$ cat config.mk
export PLATFORM = sky130hd
export DESIGN_NAME = xbus_spike_responder
export DESIGN_NICKNAME = d
export VERILOG_FILES = /design/src/rtl/xbus_spike_responder.sv
export SDC_FILE = /design/constraint.sdc
export NUM_CORES = 1
export LEC_CHECK = 0
export BUFFER_PORTS_ARGS = -buffer_cell sky130_fd_sc_hd__buf_2
export CAP_MARGIN = 20
export CORE_MARGIN = 10
export CORE_UTILIZATION = 45
export CTS_CLUSTER_DIAMETER = 200
export DETAILED_ROUTE_END_ITERATION = 7
export PLACE_DENSITY = 0.67
export REMOVE_ABC_BUFFERS = 1
export SKIP_CTS_REPAIR_TIMING = 1
export SYNTH_ARGS = -nofsm -noshare
export SYNTH_HDL_FRONTEND = slang
export SYNTH_SLANG_ARGS = --single-unit
$ cat constraint.sdc
create_clock -name clk_i -period 9.45 [get_ports clk_i]
set_input_delay 0 -clock clk_i [delete_from_list [all_inputs] [get_ports clk_i]]
set_output_delay 0 -clock clk_i [all_outputs]
set_load 0.02 [all_outputs]
$ cat src/rtl/xbus_spike_responder.sv
// ---------------------------------------------------------------------------
// xbus_spike_responder
//
// XBUS (pipelined Wishbone-style) target on the NEORV32 external bus. The CPU
// programs a small register bank and pushes 32-bit spike words into an event
// FIFO. The neuromorphic accelerator drains that FIFO through a valid/ready
// stream.
//
// Register window (256 bytes at BASE_ADDR, word offsets):
//   0x00 CTRL     RW  bit0 enable, bit1 flush (write-1, self-clearing)
//   0x04 STATUS   RO  bit0 empty, bit1 full, [15:8] level, bit16 overflow
//                     (sticky; write 1 with sel[2] to clear)
//   0x08 PUSH     WO  full-word push into the event FIFO
//   0x0C SCRATCH  RW  byte-granular
//   0x10 TSTAMP   RO  free-running cycle counter, only when the macro
//                     XBUS_SPIKE_TSTAMP_EN is defined (otherwise err)
//
// Ports:
//   clk_i, rst_i            clock, asynchronous active-high reset
//   xbus_adr_i/dat_i/tag_i/ request side of the bus (tag is ignored)
//   we_i/sel_i/stb_i/cyc_i
//   xbus_dat_o/ack_o/err_o  response side; dat_o is 0 outside ack
//   evt_data_o/evt_valid_o  FIFO head word and valid toward the accelerator
//   evt_ready_i             accelerator accepts the head word
//
// Parameters: BASE_ADDR (window base), FIFO_DEPTH (power of 2, 2..256),
// WAIT_CYCLES (0..15 extra cycles before the response).
// ---------------------------------------------------------------------------
module xbus_spike_responder #(
  parameter logic [31:0] BASE_ADDR   = 32'hF000_0000,
  parameter int          FIFO_DEPTH  = 16,
  parameter int          WAIT_CYCLES = 0
) (
  input  logic        clk_i,
  input  logic        rst_i,
  input  logic [31:0] xbus_adr_i,
  input  logic [31:0] xbus_dat_i,
  input  logic [2:0]  xbus_tag_i,
  input  logic        xbus_we_i,
  input  logic [3:0]  xbus_sel_i,
  input  logic        xbus_stb_i,
  input  logic        xbus_cyc_i,
  output logic [31:0] xbus_dat_o,
  output logic        xbus_ack_o,
  output logic        xbus_err_o,
  output logic [31:0] evt_data_o,
  output logic        evt_valid_o,
  input  logic        evt_ready_i
);

  localparam int PTR_W = (FIFO_DEPTH > 2) ? $clog2(FIFO_DEPTH) : 1;
  localparam int LVL_W = PTR_W + 1;
  localparam int CNT_W = 4;

  localparam logic [5:0] OFF_CTRL    = 6'h00;
  localparam logic [5:0] OFF_STATUS  = 6'h01;
  localparam logic [5:0] OFF_PUSH    = 6'h02;
  localparam logic [5:0] OFF_SCRATCH = 6'h03;
  localparam logic [5:0] OFF_TSTAMP  = 6'h04;

  typedef enum logic [1:0] {
    ST_IDLE = 2'd0,
    ST_WAIT = 2'd1,
    ST_RESP = 2'd2
  } state_t;

  state_t            state, state_nxt;
  logic [CNT_W-1:0]  wcnt, wcnt_nxt;

  // Latched request (data path, not reset)
  logic [5:0]        req_off;
  logic              req_we;
  logic [3:0]        req_sel;
  logic [31:0]       req_dat;

  // Register bank
  logic              ctrl_en;
  logic              ovf;
  logic [31:0]       scratch;

  // Event FIFO
  logic [31:0]       mem [FIFO_DEPTH];
  logic [PTR_W-1:0]  wr_ptr, rd_ptr;
  logic [LVL_W-1:0]  level;
  logic              empty, full, pop, full_after_pop;

  // Decode / response
  logic              hit, accept, resp_live;
  logic              resp_err;
  logic [31:0]       rdata;
  logic [31:0]       status_word;
  logic              wr_fire, push_ok, flush, ovf_set, ovf_clr;

  // Address bits below the word and the tag carry no meaning here.
  logic              unused_bits;
  assign unused_bits = ^{xbus_tag_i, xbus_adr_i[1:0]};

  assign hit       = (xbus_adr_i[31:8] == BASE_ADDR[31:8]);
  assign accept    = (state == ST_IDLE) && xbus_stb_i && xbus_cyc_i && hit;
  // A dropped cyc in RESP aborts the transfer: no response, no side effect.
  assign resp_live = (state == ST_RESP) && xbus_cyc_i;

  // -------------------------------------------------------------------------
  // Request capture / FSM
  // -------------------------------------------------------------------------
  always_ff @(posedge clk_i or posedge rst_i) begin
    if (rst_i) begin
      state <= ST_IDLE;
      wcnt  <= '0;
    end else begin
      state <= state_nxt;
      wcnt  <= wcnt_nxt;
    end
  end

  always_comb begin
    state_nxt = state;
    wcnt_nxt  = wcnt;
    case (state)
      ST_IDLE: begin
        if (accept) begin
          if (WAIT_CYCLES > 0) begin
            state_nxt = ST_WAIT;
            wcnt_nxt  = CNT_W'(WAIT_CYCLES - 1);
          end else begin
            state_nxt = ST_RESP;
          end
        end
      end
      ST_WAIT: begin
        if (!xbus_cyc_i) begin
          state_nxt = ST_IDLE;
        end else if (wcnt == '0) begin
          state_nxt = ST_RESP;
        end else begin
          wcnt_nxt = wcnt - 1'b1;
        end
      end
      ST_RESP: state_nxt = ST_IDLE;
      default: state_nxt = ST_IDLE;
    endcase
  end

  always_ff @(posedge clk_i) begin
    if (accept) begin
      req_off <= xbus_adr_i[7:2];
      req_we  <= xbus_we_i;
      req_sel <= xbus_sel_i;
      req_dat <= xbus_dat_i;
    end
  end

  // -------------------------------------------------------------------------
  // Response decode (RESP cycle)
  // -------------------------------------------------------------------------
  // Level occupies 8 bits; with FIFO_DEPTH = 256 a full FIFO reads level 0
  // and the full flag disambiguates.
  assign status_word = {15'b0, ovf, 8'(level), 6'b0, full, empty};

`ifdef XBUS_SPIKE_TSTAMP_EN
  logic [31:0] tstamp;

  always_ff @(posedge clk_i or posedge rst_i) begin
    if (rst_i) tstamp <= '0;
    else       tstamp <= tstamp + 32'd1;
  end
`endif

  always_comb begin
    resp_err = 1'b0;
    rdata    = '0;
    case (req_off)
      OFF_CTRL:    rdata = {31'b0, ctrl_en};
      OFF_STATUS:  rdata = status_word;
      OFF_PUSH:    resp_err = !req_we || (req_sel != 4'hF) || full_after_pop;
      OFF_SCRATCH: rdata = scratch;
`ifdef XBUS_SPIKE_TSTAMP_EN
      OFF_TSTAMP:  rdata = tstamp;
`endif
      default:     resp_err = 1'b1;
    endcase
  end

  assign xbus_ack_o = resp_live && !resp_err;
  assign xbus_err_o = resp_live && resp_err;
  assign xbus_dat_o = xbus_ack_o ? rdata : 32'h0;

  assign wr_fire = xbus_ack_o && req_we;
  assign flush   = wr_fire && (req_off == OFF_CTRL) && req_sel[0] && req_dat[1];
  assign ovf_clr = wr_fire && (req_off == OFF_STATUS) && req_sel[2] && req_dat[16];
  assign push_ok = wr_fire && (req_off == OFF_PUSH);
  // Only a well-formed push that meets a full FIFO counts as overflow.
  assign ovf_set = resp_live && req_we && (req_off == OFF_PUSH) &&
                   (req_sel == 4'hF) && full_after_pop;

  // -------------------------------------------------------------------------
  // Register bank commit
  // -------------------------------------------------------------------------
  always_ff @(posedge clk_i or posedge rst_i) begin
    if (rst_i) begin
      ctrl_en <= 1'b0;
      ovf     <= 1'b0;
      scratch <= '0;
    end else begin
      if (wr_fire && (req_off == OFF_CTRL) && req_sel[0]) ctrl_en <= req_dat[0];
      if (ovf_set)      ovf <= 1'b1;
      else if (ovf_clr) ovf <= 1'b0;
      if (wr_fire && (req_off == OFF_SCRATCH)) begin
        for (int b = 0; b < 4; b++) begin
          if (req_sel[b]) scratch[8*b +: 8] <= req_dat[8*b +: 8];
        end
      end
    end
  end

  // -------------------------------------------------------------------------
  // Event FIFO
  // -------------------------------------------------------------------------
  assign empty          = (level == '0);
  assign full           = (level == LVL_W'(FIFO_DEPTH));
  assign evt_valid_o    = ctrl_en && !empty;
  assign pop            = evt_valid_o && evt_ready_i;
  // A same-cycle pop frees a slot for the incoming push.
  assign full_after_pop = full && !pop;
  assign evt_data_o     = empty ? 32'h0 : mem[rd_ptr];

  always_ff @(posedge clk_i) begin
    if (push_ok) mem[wr_ptr] <= req_dat;
  end

  always_ff @(posedge clk_i or posedge rst_i) begin
    if (rst_i) begin
      wr_ptr <= '0;
      rd_ptr <= '0;
      level  <= '0;
    end else if (flush) begin
      // Flush wins over any pop in the same cycle.
      wr_ptr <= '0;
      rd_ptr <= '0;
      level  <= '0;
    end else begin
      if (push_ok) wr_ptr <= wr_ptr + 1'b1;
      if (pop)     rd_ptr <= rd_ptr + 1'b1;
      case ({push_ok, pop})
        2'b10:   level <= level + 1'b1;
        2'b01:   level <= level - 1'b1;
        default: level <= level;
      endcase
    end
  end

endmodule

==> flow_summary_export.csv, run 1 <==
group,metric,value,unit
status,status,"finished with violations",
status,violations,"hold timing",
sta,setup_viol,0,
hold_path,hold_path.class,"primary input to flip-flop",
sta,worst_pin_slew,1.057,ns
clock_tree,cts_buffer_depth,3,
drt,drtAntennaViolNets,0,
power,peakVddDrop,0.1460,mV
global_route,grt_usage,17.00,%
global_route,antenna_found_initial,3,
drt,drt_pre_antenna_iters,4,
place,portBuffers,138,
clock_tree,worst_skew_pair.late_latency,0.61,ns
logic_synthesis,yosys.area_share.adder,0.3211,%
setup_path,crit_family,"multiplexers",
place,dp_slack,5.823,ns
power,p_per_area,188.6,nW/um2
clock_tree,clkSinkCount,603,
logic_synthesis,synth.most_common_cell,"edfxtp_1",
setup_path,reg2reg_from,"req_off[3]",
logic_synthesis,synthFlopType,"edfxtp_1",
global_route,grt_pass1_vias,11961,
clock_tree,htreeDepth,2,
sta,timing.setup.tns,0,ns
logic_synthesis,synth_compound_area_share,0.4602,%
place,gp_congestion,0.8002,
logic_synthesis,synth_top_family_by_area,"multiplexers",
global_route,grt_pass1_wl,76.92,mm
logic_synthesis,synthArstFlopShare,7.960,%
setup_path,crit_chain,"buf_4, mux4_2, mux4_2, and2_1, buf_2",
power,p_leak,9.060,nW
floorplanning,ios,144,
setup_path,rrSetupSlack,5.89,ns
clock_tree,numCtsBuffers,60,
drt,drcViolationCount,0,
global_route,grt_max_degree,69,
logic_synthesis,syn_area_per_cell,22.10,um2
setup_path,path_class,"flip-flop to output port",
logic_synthesis,postSynthCellCount,1058,
setup_path,worst_path_most_repeated_cell,"mux4_2",
floorplanning,start_util,45.48,%
setup_path,cpPeakStageDelay,1.04,ns
setup_path,worst-path-buf-inv,2,
layout,drive_above_1_share,35.66,%
logic_synthesis,yosys.area.top_type_share,71.28,%
sta,fmax,0.2438,GHz
setup_path,crit_cells,5,
floorplanning,die_w,247.9,um
place,placedCellCount,1854,
clock_tree,path_clk_slew,0.06,ns
layout,fin_cells,2015,
hold_path,min_to,"rd_ptr[1]",
setup_path,cp.required,9.45,ns
drt,drt_iter0_markers,1050,
logic_synthesis,synth_edf_count,555,
logic_synthesis,synthDistinctLibCells,42,
layout,areaGrowthSynthToFinish,17.25,%
drt,vias,11180,
drt,wl,51.38,mm
logic_synthesis,ys_ff_latch,603,
sta,slew_headroom,29.53,%
hold_path,hold_start,"evt_ready_i",
place,place_hpwl,28.10,mm
logic_synthesis,synth_xor_area_share,0.2248,%
drt,routedWlPerCell,25.50,um
floorplanning,core_area,51410,um2
run,drv_cap,0,
logic_synthesis,synth-simple-area-share,4.238,%
sta,fin_crit,4.102,ns
floorplanning,row_count,83,
setup_path,crit_path_top_delay_cell,"dfrtp_4",
clock_tree,cts_tree,"yes",
sta,rsz0062_at_grt,"no",
global_route,grt-ovfl-total,0,
setup_path,cp_max_fo,49,
sta,clock_skew,0.01801,ns
floorplanning,die_h,247.9,um
clock_tree,cts_root_buf,"clkbuf_16",
setup_path,r2r-end,"mem[8][20]",
logic_synthesis,synthMuxAreaShare,17.31,%
sta,post-route-worst-setup-slack,5.348,ns
floorplanning,die_area,61480,um2
logic_synthesis,synth_area,23380,um2
setup_path,crit_arrival,4.10,ns
setup_path,crit_path_end_kind,"output port",
hold_path,hold_depth,4,
logic_synthesis,synth_commonest_cells,"edfxtp_1, mux4_2, and2_1, dfrtp_1, mux2_2",
logic_synthesis,synth_area_leaders,"edfxtp_1, mux4_2, dfrtp_1",
setup_path,rr_worst_depth,6,
sta,fin_crit_sh,43.41,%
logic_synthesis,ys_seq_area_share,76.42,%
logic_synthesis,synth-warning-count,0,
sta,whs,-0.01122,ns
layout,antennaDiodeCount,0,
sta,finalHoldViolCount,1,
sta,slew_violations,0,
setup_path,worstSetupStartpointType,"flip-flop",
logic_synthesis,yosys.area.top_type,"edfxtp_1",
layout,nets,1368,
drt,vias_per_cell,5.548,
[power breakdown]
| group | switching [mW] | leakage, nW | internal (mW) | total (mW) |
|---|---|---|---|---|
| logic | 0.0128 | 2.50 | 0.0229 | 0.0358 |
| clock network | 0.955 | 0.912 | 1.30 | 2.26 |
| registers | 0.0000000279 | 5.64 | 2.87 | 2.87 |
| total | 0.968 | 9.06 | 4.20 | 5.17 |
[worst reg2reg max path, delay by kind of cell, from the launching register on]
family | cells | cell delay [ns]
and+or+nand+nor | 5 | 2.32
DFF | 1 | 0.39
buffers and inverters | 1 | 0.49
[placed cells by master, fill, tap and decap left out, types with 3 or more instances in the layout]
cell	netlist	layout
nand2_1	19	19
mux2_2	31	31
nor3_1	19	10
nor2_1	25	21
clkinv_2	0	9
nand4_1	7	7
buf_4	0	26
clkbuf_1	29	23
dlygate4sd3_1	0	47
clkinv_1	0	5
nor3b_2	3	3
o21ai_0	5	5
ha_1	6	6
xor2_1	4	4
buf_2	13	138
mux2_1	3	3
nand3_1	6	6
clkbuf_8	0	8
and2_2	0	4
a21oi_1	5	5
nor4_1	9	9
nor3_2	2	9
dfrtp_1	48	44
clkinvlp_4	0	3
edfxtp_1	555	555
and2_1	62	58
o21a_1	3	3
inv_1	10	9
mux2i_1	6	6
clkbuf_16	0	61
nor2_4	1	5
mux4_2	160	160
[cell type report]
class                      count  area (um2)
inverter                      10       37.54
tap                          680       850.8
multi-input combinational    397        5366
clock inverter                20       155.1
sequential                   603       17880
timing repair buffer         213        1404
fill                        3943       23990
clock buffer                  92        1723
[layer usage]
layer / vias up / global-route usage [%] / routed length (um)
li1: 4849 / - / -
met2: 344 / 28.27 / 25640
met4: 2 / 4.052 / 980
met5: - / 0 / 6
met1: 5913 / 22.19 / 21370
met3: 72 / 4.311 / 3372
[metrics by stage]
stage	area [um2]	hold slack (ns)	utilization (%)	power, mW
2_1_floorplan	23180	0.09887	-	2.934
3_3_place_gp	25020	0.1770	48.67	2.952
3_5_place_dp	25020	0.1782	48.67	2.952
4_1_cts	26900	-0.4663	52.32	5.202
5_1_grt	27410	0.03026	53.33	5.327
6_report	27410	-0.01122	53.33	5.169
[registers in the layout (all words and copies together), names as in the netlist, 4 cells and up]
| name | cells |
|---|---|
| req_sel | 4 |
| mem | 512 |
| level | 5 |
| req_off | 6 |
| rd_ptr | 4 |
| wr_ptr | 4 |
| scratch | 32 |
| req_dat | 32 |
[cell families (layout without fill, tap and decap cells)]
family	after synthesis	count (layout)
AO/OA/AOI/OAI	17	17
XOR/XNOR	6	6
adder cells (fa/ha/maj)	6	6
flip-flops	603	603
multiplexers	200	200
AND/OR/NAND/NOR	168	168
buffers and inverters	58	335
[how the worst max path moves through the flow]
stage,startpoint,endpoint,slack [ns]
after floorplan,rd_ptr[0],evt_data_o[0],3.12
after global placement,rd_ptr[0],evt_data_o[16],5.82
after detailed placement,rd_ptr[0],evt_data_o[16],5.82
after CTS,rd_ptr[0],evt_data_o[16],5.16
after global routing,rd_ptr[0],evt_data_o[16],5.00
final,rd_ptr[0],evt_data_o[16],5.35
Power figures use the tool's default switching activity.
==> run 2, diff against run 1 <==
clock period = 4.15 ns   (was 9.45 ns; I/O delays follow)
==> run 2 against run 1 <==
Net effect:
- the run now ends clean
- worst hold slack gained 0.014 ns
- wire length shrank 1.2%
- sequential cell count is the same
- sequential power grew 130%
- final cell count grew 0.74%
- first-iteration DRC count grew 5.1%
- global-route usage shrank 0.31 points
- critical endpoint is now mem[10][3]
==> flow_summary_export.csv, run 2 (synthesized netlist as in run 1, its figures left out) <==
group,metric,value,unit
power,seqPwrFrac,55.1,%
layout,nets,1380,
layout,drive_above_1_share,36.17,%
power,p_leak,9.167,nW
drt,drtAntennaViolNets,0,
clock_tree,cts_tree,"yes",
sta,slew_violations,0,
sta,fmax,0.2899,GHz
layout,final_cell_mix,"edfxtp_1, mux4_2, buf_2",
power,totalPowerFinal,11.88,mW
layout,largestRegisters,"mem (512), req_dat (32), scratch (32)",
sta,worst_pin_slew,1.184,ns
sta,clock_skew,0.01863,ns
floorplanning,die_w,247.9,um
drt,drt_iter0_markers,1104,
power,peakVddDrop,0.3135,mV
floorplanning,row_count,83,
clock_tree,cts_buffer_depth,3,
layout,fin_cells,2030,
sta,fin_crit,3.450,ns
global_route,grt_pass1_vias,11812,
setup_path,cpPeakStageDelay,0.59,ns
drt,drt_pre_antenna_iters,5,
sta,timing.setup.tns,0,ns
floorplanning,start_util,45.48,%
layout,largest-register,"mem",
global_route,grt_max_degree,72,
global_route,grt_usage,16.69,%
sta,finalHoldViolCount,0,
status,status,"complete, no violations",
setup_path,crit_path_end_kind,"flip-flop",
drt,drcViolationCount,0,
setup_path,crit_chain,"or4_4, or2_1, nor4_2, nand3b_1, nor2_4, buf_12",
setup_path,worstSetupStartpointType,"flip-flop",
power,p_per_area,430.1,nW/um2
clock_tree,worst_skew_pair.late_latency,0.61,ns
floorplanning,die_area,61480,um2
setup_path,crit_family,"simple AND/OR/NAND/NOR gates",
drt,routedWlPerCell,25.00,um
run,drv_cap,0,
power,switching_share,18.41,%
power,p_clk_share,44.2,%
floorplanning,ios,144,
sta,slew_headroom,21.09,%
global_route,antenna_found_initial,0,
floorplanning,core_area,51410,um2
setup_path,crit_path_top_delay_cell,"or4_4",
setup_path,cp_max_fo,19,
setup_path,crit_arrival,3.75,ns
layout,fin_area,27620,um2
clock_tree,cts_root_buf,"clkbuf_16",
layout,largest_register_ffs,512,
place,placed_cell_area,25210,um2
layout,nFillCells,3898,
power,internal_power,9.691,mW
power,switchingPower,2.186,mW
clock_tree,clkSinkCount,603,
setup_path,cp.required,4.45,ns
sta,rsz0062_at_grt,"no",
drt,wl,50.75,mm
drt,vias,11205,
layout,areaGrowthSynthToFinish,18.12,%
drt,vias_per_cell,5.520,
clock_tree,path_clk_slew,0.06,ns
clock_tree,htreeDepth,2,
layout,finish.utilization,53.73,%
clock_tree,numCtsBuffers,60,
sta,setup_viol,0,
power,p_comb_share,0.7,%
setup_path,worst-path-buf-inv,1,
global_route,grt-ovfl-total,0,
place,placedCellCount,1868,
place,place_hpwl,30.12,mm
floorplanning,die_h,247.9,um
layout,final_common_cell,"edfxtp_1",
place,gp_congestion,0.7938,
hold_path,hold_path.class,"primary input to flip-flop",
place,portBuffers,138,
global_route,grt_pass1_wl,76.09,mm
sta,fin_crit_sh,83.12,%
setup_path,path_class,"flip-flop to flip-flop",
==> run 2: path summary, 6_finish.rpt <==
| path | startpoint | to | slack (ns) | depth (start not counted) |
|---|---|---|---|---|
| min in group asynchronous | rst_i | scratch[14] | 0.12 | 3 |
| worst max-delay path | req_off[3] | mem[10][3] | 0.70 | 6 |
| worst min-delay path | xbus_cyc_i | ovf | 0.003 | 4 |
| max in group asynchronous | rst_i | rd_ptr[0] | 3.11 | 4 |
| worst max register to register | req_off[3] | mem[10][3] | 0.70 | 6 |
| worst min register to register | scratch[24] | scratch[24] | 0.48 | 1 |
==> run 2: final cells by class <==
class	count	area (um2)	area share, %
diodes	1	2.502	0.009061
repair buffers	225	1565	5.668
clock inverters	25	259.0	0.9378
multi-input cells	397	5354	19.39
flip-flops and latches	603	17880	64.73
inverters	10	37.54	0.1359
clock buffers	89	1672	6.053
well taps	680	850.8	3.081
==> run 2: per-stage QoR <==
stage                     hold WS, ns  setup slack (ns)
after CTS                     -0.4703            0.6939
final                        0.002524            0.7004
after floorplan               0.09887            -2.184
after detailed placement       0.1781            0.7030
after global placement         0.1769            0.7595
after global routing          0.02654            0.5321
==> run 2: power by group through the flow <==
stage | registers, mW | clock network (mW) | logic [mW]
2_1_floorplan | 6.67 | 0 | 0.00832
3_5_place_dp | 6.67 | 0 | 0.0491
5_1_grt | 6.54 | 5.63 | 0.0913
3_3_place_gp | 6.67 | 0 | 0.0482
6_report | 6.55 | 5.25 | 0.0823
4_1_cts | 6.55 | 5.37 | 0.0495
==> run 2: worst register-to-register path: stages, from the launching register on <==
cell	delay [ns]
edfxtp_1	0.41
or4_4	0.59
or2_1	0.33
nor4_2	0.56
nand3b_1	0.42
nor2_4	0.58
buf_12	0.25
==> run 2: routing by layer <==
metal | global-route usage, % | wire, um | vias to the layer above
met5 | 0 | 0 | -
met4 | 4.321 | 831 | 0
met3 | 3.290 | 3274 | 49
met2 | 27.04 | 25310 | 379
met1 | 22.94 | 21330 | 5910
li1 | - | - | 4867
